## src/rtl/seg7_capture_decoder.sv

```systemverilog
// Samples an asynchronous 7-segment bus, waits for it to settle, decodes it to a digit
// and offers each new pattern once over valid/ready. Define SEG7_ACTIVE_LOW_EN for common-anode buses.
module seg7_capture_decoder #(
  parameter int unsigned STABLE_CYCLES = 4,
  parameter int unsigned ERR_W         = 8
) (
  input  logic             clk,
  input  logic             rst,
  input  logic [6:0]       seg_in,
  input  logic             out_ready,
  output logic             out_valid,
  output logic [3:0]       out_digit,
  output logic             out_blank,
  output logic             out_invalid,
  output logic [ERR_W-1:0] err_count
);

  typedef enum logic [1:0] {SETTLE, REPORT, HOLD} state_t;

  localparam logic [7:0] CNT_MAX = 8'(STABLE_CYCLES - 1);

  state_t           state_q;
  logic [6:0]       sync1_q, sync2_q, seg_s;
  logic [6:0]       last_q, rep_q;
  logic [2:0]       vld_q;
  logic [7:0]       cnt_q;
  logic             chg_q, rep_vld_q;
  logic             valid_q, blank_q, invalid_q;
  logic [3:0]       digit_q;
  logic [ERR_W-1:0] err_q;

  logic [7:0] cnt_inc_d;
  logic       differs_d, fresh_d, stable_hit_d, new_pat_d, capture_d;
  logic [3:0] dec_digit_d;
  logic       dec_blank_d, dec_invalid_d;

`ifdef SEG7_ACTIVE_LOW_EN
  assign seg_s = ~sync2_q;
`else
  assign seg_s = sync2_q;
`endif

  always_comb begin
    dec_digit_d   = 4'hF;
    dec_blank_d   = 1'b0;
    dec_invalid_d = 1'b0;
    case (seg_s)
      7'h3F: dec_digit_d = 4'd0;
      7'h06: dec_digit_d = 4'd1;
      7'h5B: dec_digit_d = 4'd2;
      7'h4F: dec_digit_d = 4'd3;
      7'h66: dec_digit_d = 4'd4;
      7'h6D: dec_digit_d = 4'd5;
      7'h7D: dec_digit_d = 4'd6;
      7'h07: dec_digit_d = 4'd7;
      7'h7F: dec_digit_d = 4'd8;
      7'h67: dec_digit_d = 4'd9;
      7'h00: dec_blank_d = 1'b1;
      default: dec_invalid_d = 1'b1;
    endcase
  end

  // The first sample out of a freshly reset synchronizer counts as a new pattern,
  // so reset release sees the same latency as an input change.
  always_comb begin
    fresh_d      = vld_q[1] & ~vld_q[2];
    differs_d    = (seg_s != last_q);
    cnt_inc_d    = (cnt_q >= CNT_MAX) ? CNT_MAX : cnt_q + 8'd1;
    stable_hit_d = (differs_d || fresh_d) ? (CNT_MAX == 8'd0) : (cnt_inc_d == CNT_MAX);
    new_pat_d    = !rep_vld_q || (seg_s != rep_q);
    capture_d    = ((state_q == SETTLE) && vld_q[1] && stable_hit_d && new_pat_d) ||
                   ((state_q == HOLD) && (seg_s != rep_q) && (CNT_MAX == 8'd0));
  end

  always_ff @(posedge clk or posedge rst) begin
    if (rst) begin
      state_q   <= SETTLE;
      sync1_q   <= '0;
      sync2_q   <= '0;
      vld_q     <= '0;
      last_q    <= '0;
      rep_q     <= '0;
      cnt_q     <= '0;
      chg_q     <= 1'b0;
      rep_vld_q <= 1'b0;
      valid_q   <= 1'b0;
      digit_q   <= '0;
      blank_q   <= 1'b0;
      invalid_q <= 1'b0;
      err_q     <= '0;
    end else begin
      sync1_q <= seg_in;
      sync2_q <= sync1_q;
      vld_q   <= {vld_q[1:0], 1'b1};

      case (state_q)
        SETTLE: begin
          if (vld_q[1]) begin
            if (differs_d || fresh_d) begin
              last_q <= seg_s;
              cnt_q  <= '0;
            end else begin
              cnt_q <= cnt_inc_d;
            end
            // Settled on the pattern already reported: wait quietly for a change.
            if (stable_hit_d && !new_pat_d) state_q <= HOLD;
          end
        end
        REPORT: begin
          if (differs_d) begin
            last_q <= seg_s;
            cnt_q  <= '0;
            chg_q  <= 1'b1;
          end else begin
            cnt_q <= cnt_inc_d;
          end
          if (out_ready) begin
            valid_q <= 1'b0;
            chg_q   <= 1'b0;
            state_q <= (differs_d || chg_q || (seg_s != rep_q)) ? SETTLE : HOLD;
          end
        end
        HOLD: begin
          if (seg_s != rep_q) begin
            last_q  <= seg_s;
            cnt_q   <= '0;
            state_q <= SETTLE;
          end
        end
        default: state_q <= SETTLE;
      endcase

      if (capture_d) begin
        state_q   <= REPORT;
        valid_q   <= 1'b1;
        digit_q   <= dec_digit_d;
        blank_q   <= dec_blank_d;
        invalid_q <= dec_invalid_d;
        rep_q     <= seg_s;
        rep_vld_q <= 1'b1;
        chg_q     <= 1'b0;
        if (dec_invalid_d && (err_q != '1)) err_q <= err_q + 1'b1;
      end
    end
  end

  assign out_valid   = valid_q;
  assign out_digit   = digit_q;
  assign out_blank   = blank_q;
  assign out_invalid = invalid_q;
  assign err_count   = err_q;

endmodule

```

## config.mk

```make
export PLATFORM = sky130hd
export DESIGN_NAME = seg7_capture_decoder
export DESIGN_NICKNAME = d
export VERILOG_FILES = /design/src/rtl/seg7_capture_decoder.sv
export SDC_FILE = /design/constraint.sdc
export NUM_CORES = 1
export LEC_CHECK = 0
export ABC_CLOCK_PERIOD_IN_PS = 2900
export BUFFER_PORTS_ARGS = -buffer_cell sky130_fd_sc_hd__buf_2
export CAP_MARGIN = 30
export CELL_PAD_IN_SITES_DETAIL_PLACEMENT = 2
export CELL_PAD_IN_SITES_GLOBAL_PLACEMENT = 2
export CORE_MARGIN = 4
export CORE_UTILIZATION = 41
export CTS_BUF_LIST = sky130_fd_sc_hd__clkbuf_4 sky130_fd_sc_hd__clkbuf_8
export DETAILED_ROUTE_END_ITERATION = 8
export GPL_TIMING_DRIVEN = 0
export MAX_ROUTING_LAYER = met4
export PLACE_DENSITY_LB_ADDON = 0.1
export SETUP_SLACK_MARGIN = 0.1
export SKIP_LAST_GASP = 1
export SLEW_MARGIN = 20
export SYNTH_ARGS = -nofsm -noshare
export SYNTH_HDL_FRONTEND = slang
export SYNTH_SLANG_ARGS = --single-unit
```

## constraint.sdc

```tcl
create_clock -name clk -period 2.9 [get_ports clk]
set_input_delay 0.29 -clock clk [delete_from_list [all_inputs] [get_ports clk]]
set_output_delay 0.29 -clock clk [all_outputs]
set_load 0.02 [all_outputs]
```

=== Word level (Yosys, flattened, before mapping) ===
Index checks and enable logic that the tools add are counted.

* Flip-flop bits (word level): 58
* Input bits: 10
* Output and inout bits: 15

* $add $sub $neg: 2
* Magnitude comparators: 1
* Eq/ne operators: 24
* Multiplexer cells: 29
* Bitwise logic cells: 2
* Reduce and logical (&&, ||, !) cells: 24

{| class="wikitable"
|+ Operators with widths
! kind !! count
|-
| equality test 7 bit (second input constant) || 7
|-
| two-way mux 8 bit || 5
|-
| one-hot mux 4 bit (10 select lines) || 1
|-
| two-way mux 7 bit || 4
|-
| one-hot mux 8 bit (3 select lines) || 1
|-
| one-hot mux 7 bit (3 select lines) || 1
|-
| adder 8 x 1 -> 8 bit (second input constant) || 2
|-
| equality test 7 x 3 -> 1 bit (second input constant) || 2
|-
| != test 7 bit || 2
|-
| two-way mux 2 bit || 6
|-
| OR reduction 11 bit || 1
|-
| two-way mux 1 bit || 10
|-
| != test 3 bit (second input constant) || 3
|-
| equality test 8 x 2 -> 1 bit (second input constant) || 1
|-
| >= comparator 8 x 2 -> 1 bit (second input constant) || 1
|-
| != test 2 bit (second input constant) || 4
|-
| != test 8 bit (second input constant) || 1
|-
| equality test 7 x 6 -> 1 bit (second input constant) || 1
|-
| zero test 7 bit || 1
|-
| one-hot mux 2 bit (3 select lines) || 1
|-
| AND reduction 2 bit || 3
|-
| nonzero test 3 bit || 2
|-
| logical AND 1 bit || 5
|-
| AND reduction 5 bit || 1
|-
| other kinds (11) || 16
|}

=== Depth between registers and ports, before layout ===
* Depth after elaboration: 9
* Mapped depth: 10

=== Worst setup path after synthesis ===
Ideal clock, no wire load.

* Path kind: flip-flop to flip-flop
* Start: register sync2_q[5] (netlist: seg_s[5])
* End: register err_q[1] (netlist: err_count[1])
* Data arrival time: 2,211 ps
* Required time: 2,775 ps
* Slack: 565 ps
* Stages on the path, launching flop included: 8
* Buffers on the path: 1
* Period minus slack after synthesis: 2,335 ps
* Path through: dfrtp_1 -> buf_2 -> xor2_1 -> nor4_2 -> nand4_2 -> a211oi_2 -> nor4b_4 -> mux2_2

* Longest elaborated chain between the ends: 6

{| class="wikitable"
|+ RTL lines
! item !! line !! source
|-
| from (decl) || 23 || <nowiki>logic [6:0] sync1_q, sync2_q, seg_s;</nowiki>
|-
| from (signal assigned) || 93 || <nowiki>sync2_q <= sync1_q;</nowiki>
|-
| parallel branches: the longest is 5 deep, another holds OR reduction 11 bit || n/a ||
|-
| AND reduction 2 bit (no line) (*) || n/a ||
|-
| to (signal assigned) || 142 || <nowiki>if (dec_invalid_d && (err_q != '1)) err_q <= err_q + 1'b1;</nowiki>
|-
| to (decl) || 30 || <nowiki>logic [ERR_W-1:0] err_q;</nowiki>
|}

Mark *: on every way between the ends.
A chain may end at the register's enable or synchronous reset.

=== Worst setup path in the final report ===
* Start: register sync2_q[1] (netlist: seg_s[1])
* End: register last_q[4]

* Longest elaborated chain between the ends: 4

{| class="wikitable"
|+ RTL lines
! item !! line !! source
|-
| != test 7 bit || 67 || <nowiki>differs_d = (seg_s != last_q);</nowiki>
|-
| logical OR 1 bit || 99 || <nowiki>if (differs_d || fresh_d) begin</nowiki>
|-
| != test 2 bit (no line) || n/a ||
|-
| AND reduction 5 bit (no line) (*) || n/a ||
|-
| to (signal assigned) || 100 || <nowiki>last_q <= seg_s;</nowiki>
|-
| to (signal assigned) || 111 || <nowiki>last_q <= seg_s;</nowiki>
|-
| to (signal assigned) || 125 || <nowiki>last_q <= seg_s;</nowiki>
|-
| to (decl) || 24 || <nowiki>logic [6:0] last_q, rep_q;</nowiki>
|}

Every way passes the cells marked *; elsewhere a longest branch is shown, timed or not.

==> summary.txt <==
Post-synth ARST share: 100.0%
CP arrival: 2880 ps
CP startpoint kind: flip-flop
Worst skew pair latency: 340 ps
Setup CP Type: flip-flop to flip-flop
Layout Nets: 287
Via count: 1910
Port bufs: 24
Die W: 88.76 microns
Final min period: 2657 ps
Critical path endpoint: last_q[4]
Post-synth EDFFs: 0
Reg2reg setup slack: 240 ps
Worst r2r src: seg_s[1]
RSZ-0062 raised after global routing: true
Count of final setup violators: 0
Routed Antenna Nets: 0
HPWL Detailed: 4223 microns
# fillers: 645
Grt total ovfl: 0
Outcome: finished clean
Final wirelength: 6776 microns
Final period utilization: 91.63%
# rows: 29
Largest family of logic cells by synthesized area: simple AND/OR/NAND/NOR gates
Root Driver: clkbuf_8
Syn avg cell area: 11.53 sq um
Final Hold Fails: 0
R2r worst-path depth: 10
Synthesis warning total: 0
Synth Area in XOR/XNOR: 7.861%
Syn_nets: 248
Worst Setup End Kind: flip-flop
Initial antenna violation count: 0
Post-synthesis sequential area ratio: 54.28%
Ports: 25
Relative slew margins: 62.22%
H-tree depth: 3
CP max FO: 10
Fin. max-slew vios: 0
Area Overhead vs Synth: 19.93%
#FFs+latches synth: 58
TritonCTS clock tree: built
Core ar.: 6350 sq um
DR vias/cell: 5.411
Mapped Area: 2674 sq um
Routability cong.: 0.8161
Die area: 7877 sq um
Clock sink count: 58
Hold Crit Depth: 1
Largest net degree at the start of global routing: 55
Die H: 88.76 microns
Worst Setup SP: seg_s[1]
Total Routing Usage GR: 19.40%
Fraction of the mapped netlist area in compound gates: 7.300%
Number of global-route vias before repair: 2145
Final Skew: 9.264 ps
Synthesized instance count: 232
Multiplexer share of the synthesized area: 7.581%
Antenna fix cells: 0
Max_cap viols: 0
Leakage dissipation: 1.531 nW
TritonCTS Buffers: 9
Ys flop type: dfrtp_1
TritonRoute pass-1 iters: 4
Synth unique cells: 40
Highest Clock Rate: 376.3 MHz
Residual DRC: 0
Worst path required time: 3120 ps
Layout cells sized above 1: 28.26%
Simple-Gate Fraction of Synth Area: 17.13%
Core Util, Final: 50.50%
Global-route wire length before repair: 10940 microns
Power Dens Cells: 631.9 nW/um^2
TNS Setup: 0 ps
Post-synthesis adder-cell area fraction: 2.808%
WL/cell: 19.20 microns
Clock Path Buffers: 2
Terminus of the critical flop-to-flop path: last_q[4]
DR iter-0 viols: 62
Worst-Margin Slew: 561.6 ps
Min-Delay Path Class: primary input to flip-flop
Initial Util: 42.11%
Peak supply drop: 335.2 uV
Reg clk slew, reported paths: 70 ps
## through the flow
| stage | cell area [sq um] | instances | setup WS, ps | hold WS (ps) | power (mW) |
|---|---|---|---|---|---|
| 3_5_place_dp | 2920 | 334 | 100.0 | 183.9 | 1.178 |
| 3_3_place_gp | 2890 | 333 | 141.8 | 332.5 | 1.155 |
| 2_1_floorplan | 2674 | 232 | 564.8 | 321.4 | 1.097 |
| 6_report | 3207 | 353 | 242.8 | 56.11 | 2.026 |
| 5_1_grt | 3207 | 353 | 81.16 | 39.08 | 2.127 |
| 4_1_cts | 3177 | 353 | 165.9 | 37.58 | 2.042 |
## final cells by class
cell class,count,area [sq um],share of cell area (%)
Buffer,15,66.31,2.068
Clock buffer,11,145.1,4.526
Clock inverter,5,77.57,2.419
Inverter,4,17.52,0.5462
Multi-Input combinational cell,155,1180,36.79
Sequential cell,58,1451,45.26
Tap cell,77,96.34,3.004
Timing Repair Buffer,28,172.7,5.384
## sequential cells by signal, summed over array words and instances, names as in the netlist, 2 cells and up
| signal | flops |
|---|---|
| cnt_q | 8 |
| err_count | 8 |
| last_q | 7 |
| out_digit | 4 |
| rep_q | 7 |
| seg_s | 7 |
| state_q | 2 |
| sync1_q | 7 |
| vld_q | 3 |
## cell usage after synthesis (4+ instances only)
master     n  area (sq um)
xnor2_1   14         122.6
and3_1     6         37.54
dfrtp_1   58          1451
nand3_1    5         25.02
buf_2      5         25.02
nand2_1   13         48.80
nand2b_1   4         25.02
nor2_1    15         56.30
nand4_1    6         37.54
ha_1       6         75.07
xor2_1    10         87.58
inv_1      4         15.01
nor2b_1   10         62.56
a21oi_1    7         35.03
clkbuf_1  10         37.54
mux2_2    18         202.7
## layer usage
metal | global-route usage, % | routed length (microns)
met5 | - | 0
met4 | 8.242 | 115
met3 | 3.352 | 128
met2 | 32.32 | 3554
met1 | 23.06 | 2978
## cell usage in the layout (no fill, tap or decap), drive strengths merged, types with 2 or more instances in the layout
cell type	instances
nor2b	10
nor4	5
xor2	10
nor3	3
bufinv	2
a31oi	3
nand2	13
o31ai	2
nand2b	4
mux2	18
clkbuf	21
a21o	3
nor3b	3
nor4b	3
clkinv	2
nand3	5
nand4	7
ha	6
dfrtp	58
inv	4
and3	6
buf	32
nor2	15
a211oi	3
o21ai	3
xnor2	14
a21oi	7
o22ai	2
## kinds of logic (layout without fill, tap and decap cells)
logic type,after synthesis,after routing
buf+inv,19,63
flops,58,58
xor+xnor,24,24
other cells,1,1
compound gates,29,29
mux,18,18
simple gates,77,77
fa+ha+maj,6,6
## worst max-delay path: stages (launching register included)
cell,delay [ps]
dfrtp_1,360
clkbuf_2,180
xnor2_1,180
nand4_1,200
nor4_4,500
a21oi_1,170
nor2b_1,160
clkbuf_2,190
o21a_1,140
buf_2,180
mux2_2,290
## timing repair
item,4_1_cts,5_1_grt
hold buffers,1,0
setup endpoints to repair,10,14
setup buffers,2,0
resized for setup,1,11
endpoints found under the hold margin,4,0
## where the power goes
group	internal, mW	switching [mW]
Sequential	0.854	0.0303
Clock	0.514	0.329
Combinational	0.127	0.172
Total	1.50	0.531
## worst min-delay path by stage
stage	end	from
floorplan	sync1_q[0]	seg_in[0]
global placement	seg_s[1]	sync1_q[1]
detailed placement	out_valid	rst
CTS	sync1_q[5]	seg_in[5]
global route	sync1_q[0]	seg_in[0]
finish	sync1_q[5]	seg_in[5]
No activity file was read; power rests on OpenSTA's default activity.
